[src/rtl/store_write_buffer.sv]
// In-order store buffer feeding a single-beat AXI write master; one write in flight,
// head entry held on cpu_* until the master returns to idle, then retired.
module store_write_buffer #(
    parameter int unsigned    DEPTH  = 4,
    parameter int unsigned    ADDR_W = 64,
    parameter int unsigned    DATA_W = 64,
    parameter int unsigned    ID_W   = 4,
    parameter logic [ID_W-1:0] WR_ID = 4'd1
) (
    input  logic              clk,
    input  logic              reset_n,
    input  logic              st_valid,
    output logic              st_ready,
    input  logic [ADDR_W-1:0] st_addr,
    input  logic [DATA_W-1:0] st_data,
    input  logic [1:0]        st_size,
    input  logic [ADDR_W-1:0] ld_chk_addr,
    output logic              ld_chk_hit,
    output logic              sb_empty,
    output logic              wr_err,
    input  logic              wr_err_clr,
    output logic              cpu_aw_valid,
    input  logic              cpu_aw_ready,
    output logic [ID_W-1:0]   cpu_id,
    output logic [ADDR_W-1:0] cpu_addr,
    output logic [7:0]        cpu_aw_len,
    output logic [1:0]        cpu_size,
    output logic [DATA_W-1:0] cpu_w_data,
    input  logic [1:0]        cpu_w_resp
);

    localparam int unsigned PW = $clog2(DEPTH);

    localparam logic [1:0] S_IDLE = 2'd0;
    localparam logic [1:0] S_REQ  = 2'd1;
    localparam logic [1:0] S_BUSY = 2'd2;

    logic [ADDR_W-1:0] r_addr [DEPTH];
    logic [DATA_W-1:0] r_data [DEPTH];
    logic [1:0]        r_size [DEPTH];

    logic [PW-1:0] r_head;
    logic [PW-1:0] r_tail;
    logic [PW:0]   r_count;
    logic [1:0]    r_state;
    logic          r_wr_err;

    logic          w_push;
    logic          w_pop;
    logic [PW:0]   w_count_nxt;
    logic [1:0]    w_state_nxt;
    logic          w_hit;
    logic [PW-1:0] w_off;
    logic          w_unused_ok;

    assign w_push = st_valid && st_ready;
    assign w_pop  = (r_state == S_BUSY) && cpu_aw_ready;

    always_comb begin
        w_count_nxt = r_count;
        if (w_push && !w_pop)
            w_count_nxt = r_count + 1'b1;
        else if (w_pop && !w_push)
            w_count_nxt = r_count - 1'b1;
    end

    // BUSY decides REQ vs IDLE on the post-edge count, so a same-edge push keeps the pipe busy
    always_comb begin
        w_state_nxt = r_state;
        case (r_state)
            S_IDLE:  if (r_count != '0) w_state_nxt = S_REQ;
            S_REQ:   if (cpu_aw_ready) w_state_nxt = S_BUSY;
            S_BUSY:  if (cpu_aw_ready) w_state_nxt = (w_count_nxt != '0) ? S_REQ : S_IDLE;
            default: w_state_nxt = S_IDLE;
        endcase
    end

    always_ff @(posedge clk or negedge reset_n) begin
        if (!reset_n) begin
            r_head   <= '0;
            r_tail   <= '0;
            r_count  <= '0;
            r_state  <= S_IDLE;
            r_wr_err <= 1'b0;
        end else begin
            r_count <= w_count_nxt;
            r_state <= w_state_nxt;
            if (w_push) r_tail <= r_tail + 1'b1;
            if (w_pop)  r_head <= r_head + 1'b1;
            if (w_pop && (cpu_w_resp != 2'b00))
                r_wr_err <= 1'b1;
            else if (wr_err_clr)
                r_wr_err <= 1'b0;
        end
    end

    always_ff @(posedge clk) begin
        if (w_push) begin
            r_addr[r_tail] <= st_addr;
            r_data[r_tail] <= st_data;
            r_size[r_tail] <= st_size;
        end
    end

    // Occupancy is judged by distance from head so the in-flight head entry is included
    always_comb begin
        w_hit = 1'b0;
        w_off = '0;
        for (int unsigned i = 0; i < DEPTH; i++) begin
            w_off = PW'(i) - r_head;
            if (({1'b0, w_off} < r_count) &&
                (r_addr[i][ADDR_W-1:3] == ld_chk_addr[ADDR_W-1:3]))
                w_hit = 1'b1;
        end
    end

    assign w_unused_ok = &{1'b0, ld_chk_addr[2:0]};

    assign st_ready     = (r_count != (PW+1)'(DEPTH));
    assign ld_chk_hit   = w_hit;
    assign sb_empty     = (r_count == '0) && (r_state != S_BUSY);
    assign wr_err       = r_wr_err;
    assign cpu_aw_valid = (r_state == S_REQ);
    assign cpu_id       = WR_ID;
    assign cpu_aw_len   = 8'd0;
    assign cpu_addr     = r_addr[r_head];
    assign cpu_size     = r_size[r_head];
    assign cpu_w_data   = r_data[r_head];

endmodule
[config.mk]
export PLATFORM = sky130hd
export DESIGN_NAME = store_write_buffer
export DESIGN_NICKNAME = d
export VERILOG_FILES = /design/src/rtl/store_write_buffer.sv
export SDC_FILE = /design/constraint.sdc
export NUM_CORES = 1
export LEC_CHECK = 0
export BUFFER_PORTS_ARGS = -buffer_cell sky130_fd_sc_hd__buf_2
export CAP_MARGIN = 20
export CORE_MARGIN = 10
export CORE_UTILIZATION = 44
export DETAILED_ROUTE_END_ITERATION = 16
export SETUP_SLACK_MARGIN = 0.2
export SKIP_LAST_GASP = 1
export SYNTH_ARGS = -nofsm -noshare
export SYNTH_HDL_FRONTEND = slang
export SYNTH_SLANG_ARGS = --single-unit
[constraint.sdc]
create_clock -name clk -period 6.65 [get_ports clk]
set_input_delay 0.665 -clock clk [delete_from_list [all_inputs] [get_ports clk]]
set_output_delay 0.665 -clock clk [all_outputs]
set_load 0.02 [all_outputs]
==> results.sh, run 1 <==
export IMPL_core_sq_mm=0.0502
export IMPL_place_area_sq_mm=0.0246
export IMPL_yosys_top_cells_area="edfxtp_1 70%, mux4_2 13%, xor2_1 5.2%, xnor2_1 4.6%, nor4_1 1.1%"
export IMPL_antenna_found_initial=34
export IMPL_mostFrequentLayoutCells="520 x edfxtp_1, 332 x buf_2, 132 x xor2_1"
export IMPL_clkTransAtPathRegs_ns=0.07
export IMPL_hold_buffers=1
export IMPL_drtIter0Drc=949
export IMPL_dpl_hpwl_um=41500
export IMPL_synthFlopType="edfxtp_1"
export IMPL_r2r_start="r_count[0]"
export IMPL_yosysTopAreaCellShare_pct=69.9
export IMPL_die_area_sq_mm=0.0602
export IMPL_synth_edf_count=520
export IMPL_hold_class="input pin to register"
export IMPL_vias=11600
export IMPL_r2r_slack_ns=3.65
export IMPL_ant_nets=0
export IMPL_die_height_um=245
export IMPL_hold_path_end="wr_err"
export IMPL_r2r_end="r_data[2][25]"
export IMPL_max_slew_margin_rel_pct=41.9
export IMPL_wl_per_cell_um=27.3
export IMPL_grt_usage_pct=19.6
export IMPL_end_kind="primary output"
export IMPL_grt_max_degree=97
export IMPL_hp_start="wr_err_clr"
export IMPL_synth_async_reset_ratio_pct=1.89
export IMPL_path_class="register to primary output"
export IMPL_cp_data_arrival_time_ns=3.32
export IMPL_outcome="complete, no violations"
export IMPL_yosysSeqAreaShare_pct=71.1
export IMPL_finalCritPeriodShare_pct=59.9
export IMPL_initial_core_util_pct=44.5
export IMPL_cts_max_level=2
export IMPL_io_buffers=332
export IMPL_grt_pass1_vias=12300
export IMPL_drt_wl_total_um=59700
export IMPL_slowest_delay_ns=0.75
export IMPL_synth_warnings=0
export IMPL_path_cells="buf_12 -> nand2b_1 -> a21oi_1 -> o21ai_1 -> nor4_1 -> or4_1 -> buf_2"
export IMPL_crit_slowest_cell="dfrtp_4"
export IMPL_tightestPinTransition_ns=0.872
export IMPL_yosys_area_top_type="edfxtp_1"
export IMPL_firstDrtPassIters=5
export IMPL_regArea_sq_mm=0.0159
export IMPL_hold_depth=2
export IMPL_mostFrequentLayoutCell="edfxtp_1"
export IMPL_cts_tree="yes"
export IMPL_synth_seq_cells=530
export IMPL_ff2ff_path_depth=5
export IMPL_required_ns=5.98
export IMPL_synth_area_sq_mm=0.0223
export IMPL_clkSinkCount=530
export IMPL_numCtsBuffers=55
export IMPL_syn_to_final_growth_pct=18.6
export IMPL_setup_tns_ns=0
export IMPL_multiInputGateArea_sq_mm=0.00609
export IMPL_fmax_mhz=251
export IMPL_grt_pass1_wl_um=85000
export IMPL_leakage_uw=0.00905
export IMPL_startpoint_type="register"
export IMPL_maxCapViolCount=0
export IMPL_clock_skew_ns=0.0161
export IMPL_fillers=4010
export IMPL_drcViolationCount=0
export IMPL_min_period_ns=3.99
export IMPL_final_area_sq_mm=0.0265
export IMPL_post_cts_buffers=0
export IMPL_irDropWorstVdd_v=0.000316
export IMPL_grt_ovfl_total=0
export IMPL_drive_above_1_share_pct=37.4
export IMPL_p_per_area_mw_per_mm2=441
export IMPL_cts_root_buf="clkbuf_16"
export IMPL_post_cts_resized=0
export IMPL_nets=1674
export IMPL_avgSynthCellArea_sq_um=20.1
export IMPL_die_w_um=245
export IMPL_synth_cell_types=35
export IMPL_hold_viol=0
export IMPL_setup_viol=0
export IMPL_slew_viol_final=0
export IMPL_fp_row_count=82
export IMPL_finalWeightedCongestion=0.847
export IMPL_clk_insertion_delay_late_ns=0.60
export IMPL_vias_per_cell=5.30
export IMPL_netlist_instances=1113
export IMPL_pin_count=348
export IMPL_clock_path_buffers=3
export IMPL_worst_path_max_fanout=83
export IMPL_rsz0062_at_grt="false"
==> cells by family after synthesis <==
family	share of synthesized area, %
buffers and inverters	1.88
adders and majority gates	0.616
muxes	13.1
other	0.0336
xor gates and xnor gates	9.95
AOI/OAI and AO/OA	0.516
DFF	71.1
and+or+nand+nor	2.84
==> layer usage <==
metal  global-route usage, %  vias to the layer above  wire length, um
met5                       0                        -              194
met1                    23.9                     5904            22700
met2                    31.6                      397            29300
met4                    5.37                       30             1390
li1                        -                     5156                -
met3                    8.03                      107             6170
==> worst max path at each step <==
| stage | to | slack, ns | from | cells past startpoint |
|---|---|---|---|---|
| after floorplan | r_addr[0][0] | 2.15 | r_count[0] | 5 |
| after global routing | ld_chk_hit | 2.42 | r_head[0] | 7 |
| after CTS | ld_chk_hit | 2.55 | r_head[0] | 7 |
| after detailed placement | ld_chk_hit | 3.07 | ld_chk_addr[35] | 8 |
| after global placement | ld_chk_hit | 3.03 | ld_chk_addr[35] | 8 |
| final | ld_chk_hit | 2.66 | r_head[0] | 7 |
==> final cells by class <==
class                           instances  area share, %
Antenna cell                           16          0.151
Timing Repair Buffer                  341           6.78
Clock inverter                         31           1.42
Multi-Input combinational cell        525           23.0
Clock buffer                           65           5.42
Sequential cell                       530           59.9
Tap cell                              672           3.17
Inverter                                9          0.128
==> critical path: cells and delay by family (launching register included) <==
family / cells / cell delay [ns]
buffers and inverters: 2 / 0.80
and+or+nand+nor: 3 / 0.86
DFF: 1 / 0.75
AOI/OAI and AO/OA: 2 / 0.24
==> flip-flops by register name, summed over array words and instances (netlist names) <==
name	cells
r_addr	256
r_count	3
r_data	256
r_head	2
r_size	8
r_state	2
r_tail	2
wr_err	1
==> power by group <==
part	internal (uW)	switching, uW	leakage, uW
clock network	1840	1250	0.000869
registers	4420	355	0.00488
logic	1480	2330	0.00330
==> Yosys cell counts (2+ instances only) <==
cell type  number
mux4_2        130
o22ai_1         2
buf_2          18
xnor2_2         3
nor3_1          2
buf_4          20
nand2b_1        2
conb_1          2
and2_1          4
nor4_1         41
buf_1           6
o21ai_0         5
inv_1           9
buf_6           9
xor2_1        132
ha_1           11
nand4_1        36
edfxtp_1      520
nor2_1          4
o21ai_1         2
clkbuf_1        6
nand2_1         7
a21oi_1         6
xnor2_1       116
dfrtp_1        10
==> per-stage QoR <==
step | power, uW | setup slack, ns | instances | hold slack [ns] | utilization, %
detailed placement | 8750 | 3.07 | 2076 | 0.518 | 49.1
floorplan | 7400 | 2.15 | 1123 | 0.369 | -
global placement | 8720 | 3.03 | 2076 | 0.517 | 49.1
finish | 11700 | 2.66 | 2189 | 0.251 | 52.8
CTS | 11900 | 2.55 | 2173 | 0.215 | 52.7
global route | 12200 | 2.42 | 2177 | 0.227 | 52.7
No activity file was read; power rests on OpenSTA's default activity.
==> run 2: changes to the inputs <==
- PLACE_DENSITY: not set -> 0.67
- clock period: 6.65 -> 3.55 ns (I/O delays scaled with it)
==> run 2 against run 1 <==
  * Clock power is 79% higher
  * First-iteration DRC count is 3.5% lower
  * Highest routed layer unchanged
  * Combinational power is 99% higher
  * Critical path type unchanged
==> results.sh, run 2 (synthesized netlist as in run 1, its figures left out) <==
export IMPL_path_cells="xor2_1 -> nor4_1 -> nand4_1 -> nor4_1 -> or4_1 -> buf_2"
export IMPL_path_buf_inv=1
export IMPL_worst_path_max_fanout=2
export IMPL_initial_core_util_pct=44.5
export IMPL_grt_ovfl_total=0
export IMPL_mostFrequentLayoutCell="edfxtp_1"
export IMPL_antenna_found_initial=24
export IMPL_critPathTopFamily="simple AND/OR/NAND/NOR gates"
export IMPL_dp_cells=2085
export IMPL_clkSinkCount=530
export IMPL_irDropWorstVdd_v=0.000751
export IMPL_cp_data_arrival_time_ns=2.89
export IMPL_mostFrequentLayoutCells="520 x edfxtp_1, 332 x buf_2, 133 x dlygate4sd3_1"
export IMPL_hold_depth=2
export IMPL_grt_max_degree=109
export IMPL_ant_nets=0
export IMPL_cts_root_buf="clkbuf_16"
export IMPL_pin_count=348
export IMPL_hold_class="input pin to register"
export IMPL_syn_to_final_growth_pct=24.8
export IMPL_setup_viol=0
export IMPL_crit_cells=6
export IMPL_cts_tree="yes"
export IMPL_layout_cells_non_filler=2339
export IMPL_maxCapViolCount=0
export IMPL_reg_top3="r_addr x256, r_data x256, r_size x8"
export IMPL_drt_wl_total_um=61400
export IMPL_clock_skew_ns=0.0203
export IMPL_wl_per_cell_um=26.3
export IMPL_setup_tns_ns=0
export IMPL_min_period_ns=3.24
export IMPL_finalCritPeriodShare_pct=91.3
export IMPL_leakage_uw=0.00964
export IMPL_nets=1816
export IMPL_end_kind="primary output"
export IMPL_outcome="complete, no violations"
export IMPL_grt_pass1_wl_um=88500
export IMPL_die_w_um=245
export IMPL_dpl_hpwl_um=42900
export IMPL_p_per_area_mw_per_mm2=786
export IMPL_final_core_util_pct=55.5
export IMPL_grt_usage_pct=20.1
export IMPL_slew_viol_final=0
export IMPL_fmax_mhz=308
export IMPL_max_slew_margin_rel_pct=35.8
export IMPL_drcViolationCount=0
export IMPL_core_sq_mm=0.0502
export IMPL_crit_slowest_cell="nor4_1"
export IMPL_startpoint_type="register"
export IMPL_tightestPinTransition_ns=0.963
export IMPL_ff2ff_path_depth=6
export IMPL_fp_row_count=82
export IMPL_path_common_cell="nor4_1"
export IMPL_grt_pass1_vias=13100
export IMPL_clock_path_buffers=3
export IMPL_vias=12400
export IMPL_required_ns=3.19
export IMPL_drive_above_1_share_pct=34.3
export IMPL_firstDrtPassIters=5
export IMPL_die_height_um=245
export IMPL_die_area_sq_mm=0.0602
export IMPL_fillers=3882
export IMPL_finalWeightedCongestion=0.868
export IMPL_path_class="register to primary output"
export IMPL_hold_viol=0
export IMPL_slowest_delay_ns=0.73
export IMPL_io_buffers=332
export IMPL_vias_per_cell=5.28
export IMPL_cts_max_level=2
export IMPL_clkTransAtPathRegs_ns=0.06
export IMPL_clk_insertion_delay_late_ns=0.61
export IMPL_drtIter0Drc=916
export IMPL_numCtsBuffers=56
export IMPL_rsz0062_at_grt="false"
export IMPL_post_cts_buffers=0
run 2: changes by cell type in the layout (fill, tap and decap cells not counted), sizes merged, moves of 5 or more:
cell,previous run,this run
dlygate4sd3,1,133
clkbuf,65,82
buf,340,349
bufinv,8,3
clkinv,18,13
run 2: repair_timing:
action	in CTS	in global routing
hold endpoints to repair	531	0
hold buffers	133	0
resized for setup	0	2
endpoints found under the setup margin	0	1
run 2: area by class of cell:
class | instances | area, sq um | share of cell area [%]
Antenna cell | 18 | 45.0 | 0.162
Clock buffer | 82 | 1530 | 5.49
Clock inverter | 21 | 188 | 0.674
Inverter | 9 | 33.8 | 0.121
Multi-Input combinational cell | 525 | 6100 | 21.9
Sequential cell | 530 | 15900 | 57.0
Tap cell | 672 | 841 | 3.02
Timing Repair Buffer | 482 | 3250 | 11.7
run 2: stage by stage:
step,instance area (sq um),hold WS [ns],power (uW),setup WS [ns]
2_1_floorplan,22400,0.0594,13800,0.492
3_3_place_gp,24800,0.233,16400,0.903
3_5_place_dp,24800,0.235,16500,0.871
4_1_cts,27800,0.00484,22100,0.300
5_1_grt,27800,0.0211,22900,0.204
6_report,27900,0.0435,21900,0.308
run 2: per-layer routing:
layer	GRT usage [%]	wire (um)
met1	25.4	23900
met2	31.9	29700
met3	6.74	5940
met4	7.29	1790
met5	0	100
run 2: worst paths after layout:
kind                                     from            end  slack, ns
worst min register to register     r_state[1]     r_state[0]       0.60
worst min-delay path             cpu_aw_ready     r_state[1]       0.04
min in group asynchronous             reset_n         wr_err       0.16
worst max register to register     r_count[0]  r_data[3][32]       1.05
worst max-delay path            r_addr[0][34]     ld_chk_hit       0.31
max in group asynchronous             reset_n      r_head[1]       3.16
run 2: where the power goes:
group	leakage, uW	switching (uW)	internal, uW
logic	0.00392	4640	2970
clock network	0.000829	2330	3200
registers	0.00488	502	8270
run 2: worst reg2reg max path, stage by stage, from the launching register on:
cell and delay (ns):
dfrtp_1 0.54, inv_1 0.14, ha_1 0.26, a21boi_2 0.13, buf_4 0.19, and2_4 0.46
buf_4 0.44
==> run 3: changes to the inputs <==
- RECOVER_POWER: not set -> 25
==> run 3 against run 2 <==
  * Clock skew grew 0.0011 ns
  * Critical path type unchanged
  * Routed wire length fell by 0.16%
  * Design area decreased by 0.31%
  * Clock power is essentially flat
  * Power fell by 0.15%
  * Count of clock-buffer cells in the layout unchanged
  * Highest routed layer unchanged
  * Critical endpoint unchanged
  * Sequential power about the same
==> results.sh, run 3 (synthesized netlist as in run 1, its figures left out) <==
export IMPL_io_buffers=332
export IMPL_path_class="register to primary output"
export IMPL_min_period_ns=3.23
export IMPL_pin_count=348
export IMPL_cp_data_arrival_time_ns=2.87
export IMPL_setup_tns_ns=0
export IMPL_clkTransAtPathRegs_ns=0.06
export IMPL_irDropWorstVdd_v=0.000750
export IMPL_finalWeightedCongestion=0.868
export IMPL_p_per_area_mw_per_mm2=787
export IMPL_mostFrequentLayoutCells="520 x edfxtp_1, 257 x buf_2, 133 x dlygate4sd3_1"
export IMPL_regArea_sq_mm=0.0159
export IMPL_drcViolationCount=0
export IMPL_grt_usage_pct=20.1
export IMPL_clock_skew_ns=0.0215
export IMPL_cts_max_level=2
export IMPL_die_height_um=245
export IMPL_dp_cells=2085
export IMPL_hold_ws_ns=0.0448
export IMPL_initial_core_util_pct=44.5
export IMPL_clock_path_buffers=3
export IMPL_nets=1816
export IMPL_clkSinkCount=530
export IMPL_hold_viol=0
export IMPL_setup_viol=0
export IMPL_path_cells="xnor2_1 -> nand4_1 -> nor4_1 -> o2111ai_1 -> nor4_1 -> or4_1 -> buf_2"
export IMPL_vias_per_cell=5.25
export IMPL_ant_nets=0
export IMPL_fp_row_count=82
export IMPL_finalCritPeriodShare_pct=90.9
export IMPL_startpoint_type="register"
export IMPL_path_common_cell="nor4_1"
export IMPL_end_kind="primary output"
export IMPL_mostFrequentLayoutCell="edfxtp_1"
export IMPL_reg_top3="r_addr x256, r_data x256, r_size x8"
export IMPL_outcome="complete, no violations"
export IMPL_cts_tree="yes"
export IMPL_required_ns=3.19
export IMPL_tightestPinTransition_ns=0.958
export IMPL_firstDrtPassIters=5
export IMPL_syn_to_final_growth_pct=24.4
export IMPL_wl_per_cell_um=26.2
export IMPL_rsz0062_at_grt="false"
export IMPL_layout_setup_ws_ns=0.324
export IMPL_slowest_delay_ns=0.48
export IMPL_vias=12300
export IMPL_grt_ovfl_total=0
export IMPL_layout_cells_non_filler=2342
export IMPL_dpl_hpwl_um=42900
export IMPL_r2r_slack_ns=1.04
export IMPL_post_cts_buffers=0
export IMPL_antenna_found_initial=24
export IMPL_grt_max_degree=109
export IMPL_worst_path_max_fanout=2
export IMPL_crit_slowest_cell="nor4_1"
export IMPL_drt_wl_total_um=61300
export IMPL_max_slew_margin_rel_pct=36.1
export IMPL_place_ws_ns=0.871
export IMPL_die_area_sq_mm=0.0602
export IMPL_drive_above_1_share_pct=29.8
export IMPL_die_w_um=245
export IMPL_hold_class="input pin to register"
export IMPL_core_sq_mm=0.0502
export IMPL_cts_root_buf="clkbuf_16"
export IMPL_maxCapViolCount=0
export IMPL_fmax_mhz=310
export IMPL_fillers=3924
export IMPL_grt_pass1_wl_um=88500
export IMPL_numCtsBuffers=56
export IMPL_multiInputGateArea_sq_mm=0.00610
export IMPL_grt_pass1_vias=13100
export IMPL_drtIter0Drc=967
export IMPL_slew_viol_final=0
export IMPL_clk_insertion_delay_late_ns=0.61
export IMPL_leakage_uw=0.00943
run 3: cell types whose count changed in the layout (fill, tap and decap cells not counted):
cell,delta
buf_2,-75
clkbuf_1,+75
diode_2,+3
run 3: path summary, 6_finish.rpt:
kind,start,to,cells after the start
min,cpu_aw_ready,r_state[1],2
min reg2reg,r_state[1],r_state[0],1
max reg2reg,r_count[0],r_data[3][32],6
max,r_addr[3][18],ld_chk_hit,7
max in group asynchronous,reset_n,r_head[1],2
min in group asynchronous,reset_n,wr_err,2
run 3: critical path, delay by kind of cell, from the launching register on:
kind | cells | cell delay, ns
simple gates | 4 | 1.19
flops | 1 | 0.42
compound gates | 1 | 0.20
xor+xnor | 1 | 0.27
buf+inv | 1 | 0.19
run 3: layout make-up:
type / count / share of cell area (%)
sequential: 530 / 57.2
multi-input combinational: 525 / 22.0
timing repair buffer: 482 / 11.4
clock buffer: 82 / 5.51
tap: 672 / 3.03
clock inverter: 21 / 0.676
antenna: 21 / 0.189
inverter: 9 / 0.122
run 3: repair_timing:
action	CTS	global route
gates resized for setup	0	2
hold endpoints to repair	531	0
hold buffers	133	0
endpoints found under the setup margin	0	1
run 3: where the power goes:
group	switching, uW	leakage [uW]	internal, uW
combinational	4630	0.00372	2950
clock	2320	0.000829	3200
sequential	502	0.00488	8270
total	7450	0.00943	14400
run 3: stage by stage:
step	power (uW)	area, sq um	utilization, %
6_report	21900	27800	55.4
3_3_place_gp	16400	24800	49.3
2_1_floorplan	13800	22400	-
5_1_grt	22900	27700	55.3
3_5_place_dp	16500	24800	49.3
4_1_cts	22100	27800	55.4
run 3: per-layer routing:
layer / up-vias / routed length (um) / part of all wire [%] / GRT usage (%)
li1: 5451 / - / - / -
met1: 6244 / 23600 / 38 / 25.4
met2: 479 / 29700 / 48 / 31.9
met4: 16 / 1790 / 2.9 / 7.29
met5: - / 106 / 0.17 / 0
met3: 98 / 6180 / 10 / 6.74
